**src/rtl/flag_xfer_arbiter.sv**
```systemverilog
// Round-robin arbiter sharing one flag/ack clock-crossing channel between N_REQ
// requesters, with a sticky watchdog error for a crossing that never completes.
module flag_xfer_arbiter #(
  parameter int N_REQ       = 4,
  parameter int DATA_W      = 8,
  parameter int ID_W        = 2,
  parameter int TIMEOUT_CYC = 1024
) (
  input  logic                    clkA,
  input  logic                    rstA,
  input  logic [N_REQ-1:0]        req_clkA,
  input  logic [N_REQ*DATA_W-1:0] data_clkA,
  output logic [N_REQ-1:0]        grant_clkA,
  output logic [N_REQ-1:0]        done_clkA,
  output logic                    flag_clkA,
  input  logic                    busy_clkA,
  output logic [DATA_W-1:0]       xfer_data_clkA,
  output logic [ID_W-1:0]         xfer_id_clkA,
  output logic                    active_clkA,
  output logic                    err_clkA,
  input  logic                    err_clr_clkA
);

  localparam int WD_W = (TIMEOUT_CYC > 1) ? $clog2(TIMEOUT_CYC + 1) : 1;

  typedef enum logic [1:0] {IDLE, LAUNCH, WAIT_BUSY, WAIT_ACK} state_t;

  state_t            state_q, state_d;
  logic [ID_W-1:0]   ptr_q, ptr_d;
  logic [WD_W-1:0]   wd_q, wd_d;
  logic [N_REQ-1:0]  grant_q, grant_d, done_q, done_d;
  logic              flag_q, flag_d;
  logic [DATA_W-1:0] xdata_q, xdata_d;
  logic [ID_W-1:0]   xid_q, xid_d;
  logic              active_q, active_d;
  logic              err_q, err_d;

  logic              win_vld;
  logic [ID_W-1:0]   win_id;
  logic [ID_W-1:0]   nxt_ptr;
  logic              wd_hit;
  int                idx;

  // Scan upward from the pointer with wrap; first pending requester wins.
  always_comb begin
    win_vld = 1'b0;
    win_id  = '0;
    idx     = 0;
    for (int off = 0; off < N_REQ; off++) begin
      idx = int'(ptr_q) + off;
      if (idx >= N_REQ) idx = idx - N_REQ;
      if (!win_vld && req_clkA[idx]) begin
        win_vld = 1'b1;
        win_id  = ID_W'(idx);
      end
    end
  end

  assign nxt_ptr = (int'(xid_q) == N_REQ - 1) ? '0 : xid_q + ID_W'(1);
  assign wd_hit  = (TIMEOUT_CYC != 0) && (wd_q == WD_W'(TIMEOUT_CYC - 1));

  always_comb begin
    state_d = state_q;
    ptr_d   = ptr_q;
    wd_d    = wd_q;
    grant_d = '0;
    done_d  = '0;
    flag_d  = 1'b0;
    xdata_d = xdata_q;
    xid_d   = xid_q;
    err_d   = err_q & ~err_clr_clkA;
    case (state_q)
      IDLE: begin
        wd_d = '0;
        if (win_vld) begin
          state_d         = LAUNCH;
          grant_d[win_id] = 1'b1;
          xid_d           = win_id;
          xdata_d         = data_clkA[int'(win_id)*DATA_W +: DATA_W];
        end
      end
      LAUNCH: begin
        wd_d = '0;
        // A busy left over from reset or a timeout must drain before relaunching.
        if (!busy_clkA) begin
          flag_d  = 1'b1;
          state_d = WAIT_BUSY;
        end
      end
      default: begin
        if (TIMEOUT_CYC != 0) wd_d = wd_q + WD_W'(1);
        if (wd_hit) begin
          err_d   = 1'b1;
          ptr_d   = nxt_ptr;
          wd_d    = '0;
          state_d = IDLE;
        end else if (state_q == WAIT_BUSY && busy_clkA) begin
          state_d = WAIT_ACK;
        end else if (state_q == WAIT_ACK && !busy_clkA) begin
          done_d[xid_q] = 1'b1;
          ptr_d         = nxt_ptr;
          wd_d          = '0;
          state_d       = IDLE;
        end
      end
    endcase
    active_d = (state_d != IDLE);
  end

  always_ff @(posedge clkA or posedge rstA) begin
    if (rstA) begin
      state_q  <= IDLE;
      ptr_q    <= '0;
      wd_q     <= '0;
      grant_q  <= '0;
      done_q   <= '0;
      flag_q   <= 1'b0;
      xdata_q  <= '0;
      xid_q    <= '0;
      active_q <= 1'b0;
      err_q    <= 1'b0;
    end else begin
      state_q  <= state_d;
      ptr_q    <= ptr_d;
      wd_q     <= wd_d;
      grant_q  <= grant_d;
      done_q   <= done_d;
      flag_q   <= flag_d;
      xdata_q  <= xdata_d;
      xid_q    <= xid_d;
      active_q <= active_d;
      err_q    <= err_d;
    end
  end

  assign grant_clkA     = grant_q;
  assign done_clkA      = done_q;
  assign flag_clkA      = flag_q;
  assign xfer_data_clkA = xdata_q;
  assign xfer_id_clkA   = xid_q;
  assign active_clkA    = active_q;
  assign err_clkA       = err_q;

endmodule

```
**config.mk**
```make
export PLATFORM = sky130hd
export DESIGN_NAME = flag_xfer_arbiter
export DESIGN_NICKNAME = d
export VERILOG_FILES = /design/src/rtl/flag_xfer_arbiter.sv
export SDC_FILE = /design/constraint.sdc
export NUM_CORES = 1
export LEC_CHECK = 0
export ABC_AREA = 1
export CORE_ASPECT_RATIO = 1.5
export CORE_UTILIZATION = 43
export CTS_CLUSTER_DIAMETER = 150
export DETAILED_ROUTE_END_ITERATION = 16
export PLACE_DENSITY = 0.83
export SYNTH_ARGS = -nofsm -noshare
export SYNTH_HDL_FRONTEND = slang
export SYNTH_SLANG_ARGS = --single-unit
export TNS_END_PERCENT = 10
```
**constraint.sdc**
```tcl
create_clock -name clkA -period 1.7 [get_ports clkA]
set_input_delay 0.51 -clock clkA [delete_from_list [all_inputs] [get_ports clkA]]
set_output_delay 0.51 -clock clkA [all_outputs]
set_load 0.05 [all_outputs]
```
==> impl_metrics.env <==
export IMPL_synthTopCellsByCount="nand2_1, dfrtp_1, inv_1"
export IMPL_clk_pin_slew_ps=70
export IMPL_hold_viol_final=0
export IMPL_grt_overflow_total=0
export IMPL_relSlewSlack=0.765
export IMPL_totalWireLength_um=6830
export IMPL_chipWidth_um=59.1
export IMPL_final_nets=438
export IMPL_yosysUniqueCellTypes=31
export IMPL_port_buffers=60
export IMPL_core_mm2=0.00462
export IMPL_wl_per_cell_um=14.9
export IMPL_finalWeightedCongestion=0.867
export IMPL_drt_iter0_drc=104
export IMPL_reg2reg_from="ptr_q[0]$_DFFE_PP0P_"
export IMPL_worst_r2r_cell_count=16
export IMPL_hp_class="reg -> reg"
export IMPL_power_total_mw=8.30
export IMPL_critPathCaptureType="flip-flop"
export IMPL_hp_start="state_q[1]$_DFF_PP0_"
export IMPL_cp_max_fo=6
export IMPL_clockBufferDepth=2
export IMPL_grt_usage=0.274
export IMPL_synth_top_area_share=0.429
export IMPL_ys_warn_count=0
export IMPL_firstDrtPassIters=4
export IMPL_critPathArrivalTime_ps=2220
export IMPL_max_freq_mhz=491
export IMPL_violations="negative setup slack"
export IMPL_synth_seq_cells=36
export IMPL_setup_viol=22
export IMPL_period_share=1.20
export IMPL_hold_depth=1
export IMPL_cts_sinks=36
export IMPL_ir_worst_vdd_mv=1.68
export IMPL_synthFlopType="dfrtp_1"
export IMPL_syn_area_mm2=0.00210
export IMPL_tightest_slew_ps=352
export IMPL_synth_area_leaders="dfrtp_1, nand2_1, nand3_1"
export IMPL_cts_root_buf="clkbuf_8"
export IMPL_die_h_um=87.6
export IMPL_insertion_delay_ps=290
export IMPL_syn_area_per_cell_um2=7.15
export IMPL_ios=61
export IMPL_cap_violations=0
export IMPL_layout_setup_ws_ps=-339
export IMPL_htreeDepth=2
export IMPL_synth_async_reset_ratio=1.00
export IMPL_status="finished with violations"
export IMPL_dr_total_vias=2394
export IMPL_synth_enable_flop_cells=0
export IMPL_yosys_area_top_type="dfrtp_1"
export IMPL_detail_route_vias_per_cell=5.24
export IMPL_yosysSeqAreaShare=0.429
export IMPL_cellPowerDensity_mw_per_mm2=2230
export IMPL_crit_required_ps=1880
export IMPL_fillers=269
export IMPL_place_area_mm2=0.00314
export IMPL_rr_endpoint="xfer_data_clkA[1]$_DFFE_PP0P_"
export IMPL_tritoncts_num_buffers=5
export IMPL_row_count=30
export IMPL_dp_hpwl_um=3910
export IMPL_netlist_instances=294
export IMPL_reg2reg_slack_ps=-340
export IMPL_grt_start_max_net_pins=37
export IMPL_rsz0062_at_grt="yes"
export IMPL_syn_num_nets=339
export IMPL_grt_pass1_wl_um=10600
export IMPL_area_delta_synth_final_pct=77.3
export IMPL_ant_nets=0
export IMPL_crit_path_start_kind="flip-flop"
export IMPL_min_to="flag_clkA$_DFF_PP0_"
export IMPL_p_leak_nw=1.85
export IMPL_finalClockSkew_ps=6.39
export IMPL_die_area_mm2=0.00517
export IMPL_yosysMostFrequentCell="nand2_1"
export IMPL_ctsHoldBuffers=0
export IMPL_grt_pass1_vias=2432
export IMPL_start_util=0.455
export IMPL_final_area_mm2=0.00372
export IMPL_setup_worst_path_class="reg -> reg"
export IMPL_maxSlewViolCount=0
export IMPL_drive_gt1_frac=0.338
export IMPL_drc=0
export IMPL_finalCriticalPeriod_ps=2040
export IMPL_n_antenna_cell=0
export IMPL_tritoncts="done"
export IMPL_antenna_found_initial=0
timing repair:
| action | CTS | global route |
|---|---|---|
| setup buffers | 10 | 3 |
| pin swaps | 20 | 19 |
| endpoints found under the setup margin | 33 | 33 |
| gates resized for setup | 49 | 34 |
| cloned | 5 | 0 |
power breakdown:
| group | total (mW) | switching, mW | internal [mW] |
|---|---|---|---|
| combinational | 6.24 | 3.45 | 2.79 |
| sequential | 1.41 | 0.297 | 1.11 |
| clock | 0.652 | 0.291 | 0.361 |
| total | 8.30 | 4.04 | 4.26 |
logic make-up (layout without fill, tap and decap cells):
family	Yosys count	count (layout)	synth area share
AO/OA/AOI/OAI	13	13	0.0351
AND/OR/NAND/NOR	197	200	0.411
XOR/XNOR	2	2	0.00834
flip-flops	36	36	0.429
buffers and inverters	41	137	0.0870
adder cells (fa/ha/maj)	5	5	0.0298
area by class of cell:
cell class	count	area (um^2)	area share
multi-input combinational	220	1280	0.344
timing repair buffer	96	1220	0.328
sequential	36	903	0.243
inverter	34	140	0.0376
clock buffer	7	96.3	0.0259
tap	64	80.1	0.0215
state kept, by name (all words and copies together) (netlist names):
| name | cells |
|---|---|
| wd_q | 11 |
| done_clkA | 4 |
| state_q | 2 |
| xfer_id_clkA | 2 |
| ptr_q | 2 |
| err_clkA | 1 |
| grant_clkA | 4 |
| flag_clkA | 1 |
| active_clkA | 1 |
| xfer_data_clkA | 8 |
critical path: stages (launching register included):
cell     delay (ps)
dfrtp_2         480
buf_6           160
nand2_1          70
nand2_1          90
nand2_2          90
nand2_2          60
nor2_4          140
nand3_4         130
nand2_8         130
buf_12          130
nand2_8          70
nand2_4          50
nand2_2          60
nand2_1          70
nand2_1          70
nand2_1          80
nand2_1          60
routing by layer:
| metal | GRT usage | part of all wire | wire length, um |
|---|---|---|---|
| met4 | 0.182 | 0.032 | 219 |
| met2 | 0.490 | 0.56 | 3840 |
| met5 | 0 | 0 | 0 |
| met1 | 0.274 | 0.35 | 2380 |
| met3 | 0.0679 | 0.057 | 391 |
worst max-delay path by stage:
stage | depth (start not counted) | slack [ps] | to | start
5_1_grt | 16 | -430 | xfer_data_clkA[2]$_DFFE_PP0P_ | ptr_q[0]$_DFFE_PP0P_
3_3_place_gp | 14 | -510 | xfer_data_clkA[7]$_DFFE_PP0P_ | req_clkA[1]
4_1_cts | 16 | -190 | xfer_data_clkA[7]$_DFFE_PP0P_ | ptr_q[0]$_DFFE_PP0P_
6_report | 16 | -340 | xfer_data_clkA[1]$_DFFE_PP0P_ | ptr_q[0]$_DFFE_PP0P_
2_1_floorplan | 15 | 0.4 | xfer_data_clkA[3]$_DFFE_PP0P_ | req_clkA[3]
3_5_place_dp | 14 | -570 | xfer_data_clkA[7]$_DFFE_PP0P_ | req_clkA[1]
cell usage in the layout, fill, tap and decap left out, types with 5 or more instances in the layout:
cell,n
nand2_4,7
buf_12,28
nand3_2,6
clkdlybuf4s50_1,35
nand2_2,26
clkbuf_8,7
buf_4,22
nor3_1,7
inv_1,26
inv_2,6
nor2_1,15
nand2_1,96
buf_6,5
nand3_1,23
dfrtp_1,34
metrics by stage:
stage	setup TNS [ps]	hold slack, ps	util	setup WS, ps	cells
6_report	-3820	490	0.807	-339	457
3_5_place_dp	-11110	472	0.681	-572	432
3_3_place_gp	-8020	453	0.681	-508	432
2_1_floorplan	0	433	-	0.359	294
5_1_grt	-7430	502	0.807	-431	457
4_1_cts	-2250	486	0.776	-191	454
Power figures use the tool's default switching activity.
